`config.mk`:
```
export PLATFORM = sky130hd
export DESIGN_NAME = urv_decode_stage
export DESIGN_NICKNAME = d
export VERILOG_FILES = /design/src/rtl/urv_defs.sv /design/src/rtl/urv_decode_imm.sv /design/src/rtl/urv_decode_stage.sv
export SDC_FILE = /design/constraint.sdc
export NUM_CORES = 1
export LEC_CHECK = 0
export CAP_MARGIN = 40
export CORE_MARGIN = 10
export CORE_UTILIZATION = 30
export DETAILED_ROUTE_END_ITERATION = 8
export REMOVE_ABC_BUFFERS = 1
export SYNTH_ARGS = -nofsm -noshare
export SYNTH_HDL_FRONTEND = slang
export SYNTH_SLANG_ARGS = --single-unit
```
`constraint.sdc`:
```
create_clock -name clk_i -period 3.1 [get_ports clk_i]
set_clock_uncertainty 0.15 [all_clocks]
set_input_delay 0.62 -clock clk_i [delete_from_list [all_inputs] [get_ports clk_i]]
set_output_delay 0.62 -clock clk_i [all_outputs]
set_load 0.02 [all_outputs]
```
`src/rtl/urv_defs.sv`:
```
// Shared uRV definitions: 5-bit major opcodes (ir[6:2]) and the funct7 encodings
// that the decode stage accepts for OP instructions.
package urv_defs;

  localparam logic [4:0] OPC_LOAD     = 5'b00000;
  localparam logic [4:0] OPC_MISC_MEM = 5'b00011;
  localparam logic [4:0] OPC_OP_IMM   = 5'b00100;
  localparam logic [4:0] OPC_AUIPC    = 5'b00101;
  localparam logic [4:0] OPC_STORE    = 5'b01000;
  localparam logic [4:0] OPC_OP       = 5'b01100;
  localparam logic [4:0] OPC_LUI      = 5'b01101;
  localparam logic [4:0] OPC_BRANCH   = 5'b11000;
  localparam logic [4:0] OPC_JALR     = 5'b11001;
  localparam logic [4:0] OPC_JAL      = 5'b11011;
  localparam logic [4:0] OPC_SYSTEM   = 5'b11100;

  localparam logic [6:0] F7_BASE   = 7'b0000000;
  localparam logic [6:0] F7_ALT    = 7'b0100000;
  localparam logic [6:0] F7_MULDIV = 7'b0000001;

endpackage

```
`src/rtl/urv_decode_imm.sv`:
```
// Combinational immediate generator: picks the I/S/B/U/J layout from the opcode
// and sign-extends from ir[31]; opcodes without an immediate yield 0.
module urv_decode_imm
  import urv_defs::*;
(
  input  logic [31:0] ir,
  output logic [31:0] imm
);

  always_comb begin
    imm = '0;
    case (ir[6:2])
      OPC_LOAD, OPC_OP_IMM, OPC_JALR, OPC_SYSTEM:
        imm = {{20{ir[31]}}, ir[31:20]};
      OPC_STORE:
        imm = {{20{ir[31]}}, ir[31:25], ir[11:7]};
      OPC_BRANCH:
        imm = {{19{ir[31]}}, ir[31], ir[7], ir[30:25], ir[11:8], 1'b0};
      OPC_LUI, OPC_AUIPC:
        imm = {ir[31:12], 12'b0};
      OPC_JAL:
        imm = {{11{ir[31]}}, ir[31], ir[19:12], ir[20], ir[30:21], 1'b0};
      default:
        imm = '0;
    endcase
  end

endmodule

```
`src/rtl/urv_decode_stage.sv`:
```
// uRV decode stage: registers the fetched word, decodes fields/flags and inserts a
// one-cycle bubble on load-use hazards. Optional M-extension decode: URV_DECODE_MUL_EN.
module urv_decode_stage
  import urv_defs::*;
(
  input  logic        clk_i,
  input  logic        rst_n_i,
  input  logic        f_valid_i,
  input  logic [31:0] f_ir_i,
  input  logic [31:0] f_pc_i,
  output logic        d_stall_o,
  input  logic        x_stall_i,
  input  logic        x_kill_i,
  output logic        d_valid_o,
  output logic [31:0] d_pc_o,
  output logic [31:0] d_ir_o,
  output logic [4:0]  d_opcode_o,
  output logic [2:0]  d_fun_o,
  output logic [4:0]  d_rs1_o,
  output logic [4:0]  d_rs2_o,
  output logic [4:0]  d_rd_o,
  output logic [31:0] d_imm_o,
  output logic        d_is_load_o,
  output logic        d_is_store_o,
  output logic        d_is_branch_o,
  output logic        d_is_mul_o,
  output logic        d_illegal_o
);

  logic [4:0]  f_opcode;
  logic [6:0]  f_funct7;
  logic [31:0] f_imm;
  logic        f_is_mul;
  logic        f_illegal;
  logic        f_uses_rs1;
  logic        f_uses_rs2;
  logic        hazard;

  assign f_opcode = f_ir_i[6:2];
  assign f_funct7 = f_ir_i[31:25];

  urv_decode_imm u_imm (
    .ir  (f_ir_i),
    .imm (f_imm)
  );

  always_comb begin
    f_is_mul  = 1'b0;
    f_illegal = 1'b0;
    if (f_ir_i[1:0] != 2'b11)
      f_illegal = 1'b1;
    if (!(f_opcode inside {OPC_LUI, OPC_AUIPC, OPC_JAL, OPC_JALR, OPC_BRANCH, OPC_LOAD,
                           OPC_STORE, OPC_OP_IMM, OPC_OP, OPC_SYSTEM, OPC_MISC_MEM}))
      f_illegal = 1'b1;
    if (f_opcode == OPC_OP) begin
`ifdef URV_DECODE_MUL_EN
      if (f_funct7 == F7_MULDIV)
        f_is_mul = 1'b1;
      else if (f_funct7 != F7_BASE && f_funct7 != F7_ALT)
        f_illegal = 1'b1;
`else
      if (f_funct7 != F7_BASE && f_funct7 != F7_ALT)
        f_illegal = 1'b1;
`endif
    end
  end

  // Load-use check compares the incoming word's sources against the held load's rd.
  assign f_uses_rs1 = !(f_opcode inside {OPC_LUI, OPC_AUIPC, OPC_JAL});
  assign f_uses_rs2 = f_opcode inside {OPC_OP, OPC_STORE, OPC_BRANCH};

  assign hazard = f_valid_i & d_valid_o & d_is_load_o & (d_rd_o != 5'd0) &
                  ((f_uses_rs1 & (f_ir_i[19:15] == d_rd_o)) |
                   (f_uses_rs2 & (f_ir_i[24:20] == d_rd_o)));

  assign d_stall_o = x_stall_i | (hazard & !x_kill_i);

  assign d_opcode_o = d_ir_o[6:2];
  assign d_fun_o    = d_ir_o[14:12];
  assign d_rs1_o    = d_ir_o[19:15];
  assign d_rs2_o    = d_ir_o[24:20];
  assign d_rd_o     = d_ir_o[11:7];

  always_ff @(posedge clk_i or negedge rst_n_i) begin
    if (!rst_n_i) begin
      d_valid_o     <= 1'b0;
      d_pc_o        <= '0;
      d_ir_o        <= '0;
      d_imm_o       <= '0;
      d_is_load_o   <= 1'b0;
      d_is_store_o  <= 1'b0;
      d_is_branch_o <= 1'b0;
      d_is_mul_o    <= 1'b0;
      d_illegal_o   <= 1'b0;
    end else if (x_kill_i) begin
      d_valid_o <= 1'b0;
    end else if (x_stall_i) begin
      d_valid_o <= d_valid_o;
    end else if (hazard) begin
      d_valid_o <= 1'b0;
    end else begin
      d_valid_o     <= f_valid_i;
      d_pc_o        <= f_pc_i;
      d_ir_o        <= f_ir_i;
      d_imm_o       <= f_imm;
      d_is_load_o   <= (f_opcode == OPC_LOAD);
      d_is_store_o  <= (f_opcode == OPC_STORE);
      d_is_branch_o <= (f_opcode == OPC_BRANCH);
      d_is_mul_o    <= f_is_mul;
      d_illegal_o   <= f_illegal;
    end
  end

endmodule

```
Word-level counts from Yosys, hierarchy flattened
Index checks and enable logic that the tools add are counted.
Word-level totals
  flip-flop bits (word level): 101
Cells by class
  equality and inequality tests: 15
  muxes and demuxes: 8
  bitwise gates (word level): 12
  reductions and logical operators: 12
Operators with widths (count)
  $pmux 32 s5: 1
  $eq 5x5->1 const B: 4
  $eq 5x4->1 const B: 3
  $reduce_bool 11->1: 1
  $eq 5x3->1 const B: 2
  $eq 5x5->1: 2
  $and 1x1->1: 7
  $mux 1: 7
  $ne 7x6->1 const B: 1
  $reduce_bool 7->1: 1
  $reduce_bool 3->1: 2
  $eq 5x2->1 const B: 1
  $logic_not 5->1: 1
  $reduce_bool 5->1: 1
  $reduce_or 4->1: 1
  $not 1->1: 3
  $reduce_and 3->1: 1
  $logic_not 1->1: 2
  $ne 2x1->1 const B: 1
  $ne 2x2->1 const B: 1
  $or 1x1->1: 2
  $reduce_or 2->1: 1
  $logic_and 1x1->1: 1

Logic depth before layout (Yosys ltp)
  depth after elaboration: 9
  mapped depth: 7
  mapped depth without buffers: 5

Modules after synthesis
Synthesis repeated with hierarchy kept, for this count alone.
Unflattened totals
  cell total of the unflattened synthesis: 363
  area total of the unflattened synthesis: 5293.8 um^2
By module, submodules not included
  urv_decode_stage: times used 1, cells each 282, area an instance 4762.1 um^2, seq. area each 2527.4 um^2
  urv_decode_imm: times used 1, cells each 81, area an instance 531.8 um^2, seq. area each 0.0 um^2

Least setup slack after synthesis
Ideal clock, no wire load.
  path type: reg2out
  start point: register d_ir_o[8]
  end point: output d_stall_o
  arrival time: 2155 ps
  slack: 175 ps
  cell stages (with the launch flop): 7
  cell sequence: dfrtp_1 -> or4_1 -> o2111ai_2 -> nor4b_4 -> buf_2 -> or2_2 -> a21o_1
On the way
  cells in the longest elaborated chain, start to end: 6
  elaborated cells between the ends (all ways): 10
  those cells by class: eq/ne: 2; bitwise: 7; reduce/logical: 1
Ends and longest elaborated chain
  start, declared: line urv_decode_stage.sv:16  | output logic [31:0] d_ir_o,
  start signal, assigned: line urv_decode_stage.sv:104  | d_ir_o <= f_ir_i;
  $eq 5x5->1 (on tied branches): line urv_decode_stage.sv:73, urv_decode_stage.sv:74
  $and 1x1->1 (on tied branches): line urv_decode_stage.sv:73, urv_decode_stage.sv:74
  $or 1x1->1: line urv_decode_stage.sv:73  | ((f_uses_rs1 & (f_ir_i[19:15] == d_rd_o)) |
  $and 1x1->1 *: line urv_decode_stage.sv:72  | assign hazard = f_valid_i & d_valid_o & d_is_load_o & (d_rd_o != 5'd0) &
  $and 1x1->1 *: line urv_decode_stage.sv:76  | assign d_stall_o = x_stall_i | (hazard & !x_kill_i);
  $or 1x1->1 *: line urv_decode_stage.sv:76
  end, declared: line urv_decode_stage.sv:11  | output logic d_stall_o,
Every way passes the cells marked *; elsewhere a longest branch is shown, timed or not.

Worst setup path after layout
  start point: input f_ir_i[2]
  end point: output d_stall_o
On the way
  cells in the longest elaborated chain, start to end: 8
  elaborated cells between the ends (all ways): 15
  those cells by class: eq/ne: 6; bitwise: 6; reduce/logical: 3
Ends and longest elaborated chain
  start, declared: line urv_decode_stage.sv:9  | input logic [31:0] f_ir_i,
  $eq 5x4->1, or another cell as far along: line urv_decode_stage.sv:69  | assign f_uses_rs1 = !(f_opcode inside {OPC_LUI, OPC_AUIPC, OPC_JAL});
  $reduce_bool 3->1: line urv_decode_stage.sv:69
  $logic_not 1->1: line urv_decode_stage.sv:69
  $and 1x1->1: line urv_decode_stage.sv:73
  $or 1x1->1 *: line urv_decode_stage.sv:73
  $and 1x1->1 *: line urv_decode_stage.sv:72
  $and 1x1->1 *: line urv_decode_stage.sv:76
  $or 1x1->1 *: line urv_decode_stage.sv:76
Marks and branches as above.

==> run summary <==
Syn Inst Count = 400
H-tree depth = 3
critical path endpoint category = output port
final slew viol count = 0
Data required, critical path = 2330 ps
share of post-route cells with drive strength above 1 = 20.6%
Die Y = 146 um
largest cells by area after synthesis = dfrtp_1, mux2_2, mux2_4
drt pass-1 iters = 4
worst-path cell chain = clkdlybuf4s50_1 -> nor3b_2 -> buf_4 -> nand4_1 -> nor4b_4 -> or2_4 -> a21o_1 -> buf_4
DP Wirelength = 11900 um
family with the most delay on the worst path = simple AND/OR/NAND/NOR gates
P_sw = 1.16 mW
Port Buf Inserts = 193
Reg2Reg Launch Point = d_ir_o[11]
fillcell total = 1471
crit path max fanout = 2
Sw Share = 30.1%
Clk Latency, worst-skew pair = 350 ps
post-synth top area cell = dfrtp_1
commonest non-fill, non-tap cell in the layout = clkdlybuf4s50_1
Seq/Total Area, Yosys = 53.0%
Comb pwr share = 30.4%
CTS root buf = clkbuf_16
power share of the clock group = 29.2%
Post-Syn Area = 4770 um^2
Post-CTS Hold Fix Bufs = 0
number of global-route vias before repair = 4212
die area = 21300 um^2
Routed Antenna Nets = 0
Lkg Pwr = 3.21 nW
cells on worst reg2reg path = 7
Total GRT Usage = 14.6%
Max Fclk = 0.330 GHz
Synth Area per Inst = 11.9 um^2
CTS tree = built
Setup WS pre-CTS = -528 ps
CP dominant cell by count = buf_4
crit start category = primary input
CP arrival = 2260 ps
P per Cell Area = 523 nW/um^2
Ant. Diodes = 0
worst hold-check path type = in2async
r2r setup slk = 160 ps
synth-to-layout area growth = 55.3%
core area = 15700 um^2
status = finished clean
critical path class = in2out
Worst-path clk slew = 70 ps
routed wire length = 15600 um
FP Rows = 46
Initial Util = 30.4%
gpl congestion = 0.780
Final Hold Viols = 0
Setup crit start = f_ir_i[2]
first-pass GRT wire length = 24800 um
endpoints failing setup = 0
Final Net Count = 672
clock sink total = 101
Die W = 146 um
largest net degree at the start of global routing = 57
Slew HR = 47.3%
Detailed Route Iter0 Violations = 139
minimum clock period = 3030 ps
max-cap check violation count = 0
Final WS setup = 67.9 ps
post-synth cell types = 47
CP Depth = 8
clock buffer depth = 2
#FFs+latches synth = 101
WL/cell = 19.0 um
via count = 3846
top-area cell type share of the netlist area = 53.0%
gr ovfl total = 0
Peak VDD IR = 0.226 mV
count of warnings emitted by yosys = 0
Overall Power = 3.87 mW
CP bufs+invs = 3
worst slew pin tran = 791 ps
Internal Pwr Total = 2.71 mW
I/O pin cnt = 195
antenna violations before repair = 0
Worst path slowest cell = clkdlybuf4s50_1
setup TNS = 0 ps
Via density = 4.67
sequential share of power = 40.4%
period utilisation layout = 97.8%
CTS buffer count = 9
DRC = 0
most frequent cells in the layout = clkdlybuf4s50_1, dfrtp_1, o21ai_0
Largest stage delay, worst path = 440 ps
==> layout make-up <==
class | instances | area, um^2 | share of cell area, %
well taps | 216 | 270 | 3.65
inverters | 14 | 52.6 | 0.709
clock buffers | 10 | 229 | 3.09
multi-input cells | 238 | 1930 | 26.0
flip-flops and latches | 101 | 2530 | 34.1
repair buffers | 239 | 2340 | 31.5
clock inverters | 6 | 63.8 | 0.861
==> worst register-to-register path, cell delays in order, from the launching register on <==
cell       delay (ps)
dfrtp_1           380
or4_4             550
o2111ai_4         280
buf_4             170
o41ai_2            90
buf_4             170
nor2_8            600
mux2_2            430
==> cell families after synthesis <==
| group | share of synthesized area, % |
|---|---|
| and+or+nand+nor | 8.89 |
| xor gates and xnor gates | 2.02 |
| buffers and inverters | 7.63 |
| muxes | 16.6 |
| other | 0.0786 |
| DFF | 53.0 |
| AOI/OAI and AO/OA | 11.8 |
==> path summary, 6_finish.rpt <==
check	endpoint
min in group clk_i	d_pc_o[5]
worst min-delay path	d_imm_o[15]
worst max-delay path	d_stall_o
worst min register to register	d_pc_o[5]
max in group asynchronous	d_ir_o[26]
worst max register to register	d_pc_o[11]
==> flip-flops by register name, indices dropped and copies added, names as in the netlist <==
name,cells
d_is_load_o,1
d_ir_o,32
d_valid_o,1
d_is_branch_o,1
d_imm_o,32
d_illegal_o,1
d_is_store_o,1
d_pc_o,32
==> timing repair <==
action                     in CTS  in global routing
cloned                          0                  0
setup buffers                   1                  0
setup endpoints to repair       1                  1
resized for setup              11                  7
pin swaps                       1                  7
==> through the flow <==
| stage | util, % | area [um^2] | hold WS (ps) | cells |
|---|---|---|---|---|
| 2_1_floorplan | - | 4460 | 174 | 353 |
| 3_3_place_gp | 44.9 | 7050 | 316 | 807 |
| 3_5_place_dp | 44.9 | 7050 | 324 | 807 |
| 4_1_cts | 47.0 | 7380 | 145 | 824 |
| 5_1_grt | 47.1 | 7410 | 175 | 824 |
| 6_report | 47.1 | 7410 | 122 | 824 |
==> routing by layer <==
metal	vias to the layer above	global-route usage, %	wire length (um)
met2	143	23.9	7540
met5	-	0	0
met4	0	4.90	264
met1	1885	17.5	6610
li1	1803	-	-
met3	15	5.04	1210
==> synth_stat cells (all sizes together) <==
library cell  instances
dfrtp               101
mux2                 65
o21ai                48
nand2                37
buf                  35
a22o                 20
inv                  14
clkbuf               12
xnor2                10
nand3                 6
nor2                  6
a31oi                 3
nand4                 3
nor3b                 3
nor4b                 3
o211ai                3
or4                   3
a21oi                 2
nand2b                2
nor2b                 2
nor3                  2
o2111ai               2
o311ai                2
o41ai                 2
or2                   2
a21o                  1
a311o                 1
and2                  1
and3                  1
and4b                 1
conb                  1
nand4b                1
o22a                  1
o22ai                 1
or4b                  1
or4bb                 1
xor2                  1
==> power groups by stage <==
| stage | combinational (mW) | sequential (mW) | clock (mW) |
|---|---|---|---|
| 3_3_place_gp | 1.18 | 1.58 | 0 |
| 5_1_grt | 1.25 | 1.59 | 1.23 |
| 2_1_floorplan | 0.249 | 1.83 | 0 |
| 4_1_cts | 1.20 | 1.57 | 1.17 |
| 6_report | 1.18 | 1.56 | 1.13 |
| 3_5_place_dp | 1.19 | 1.59 | 0 |
No activity file was read; power rests on OpenSTA's default activity.
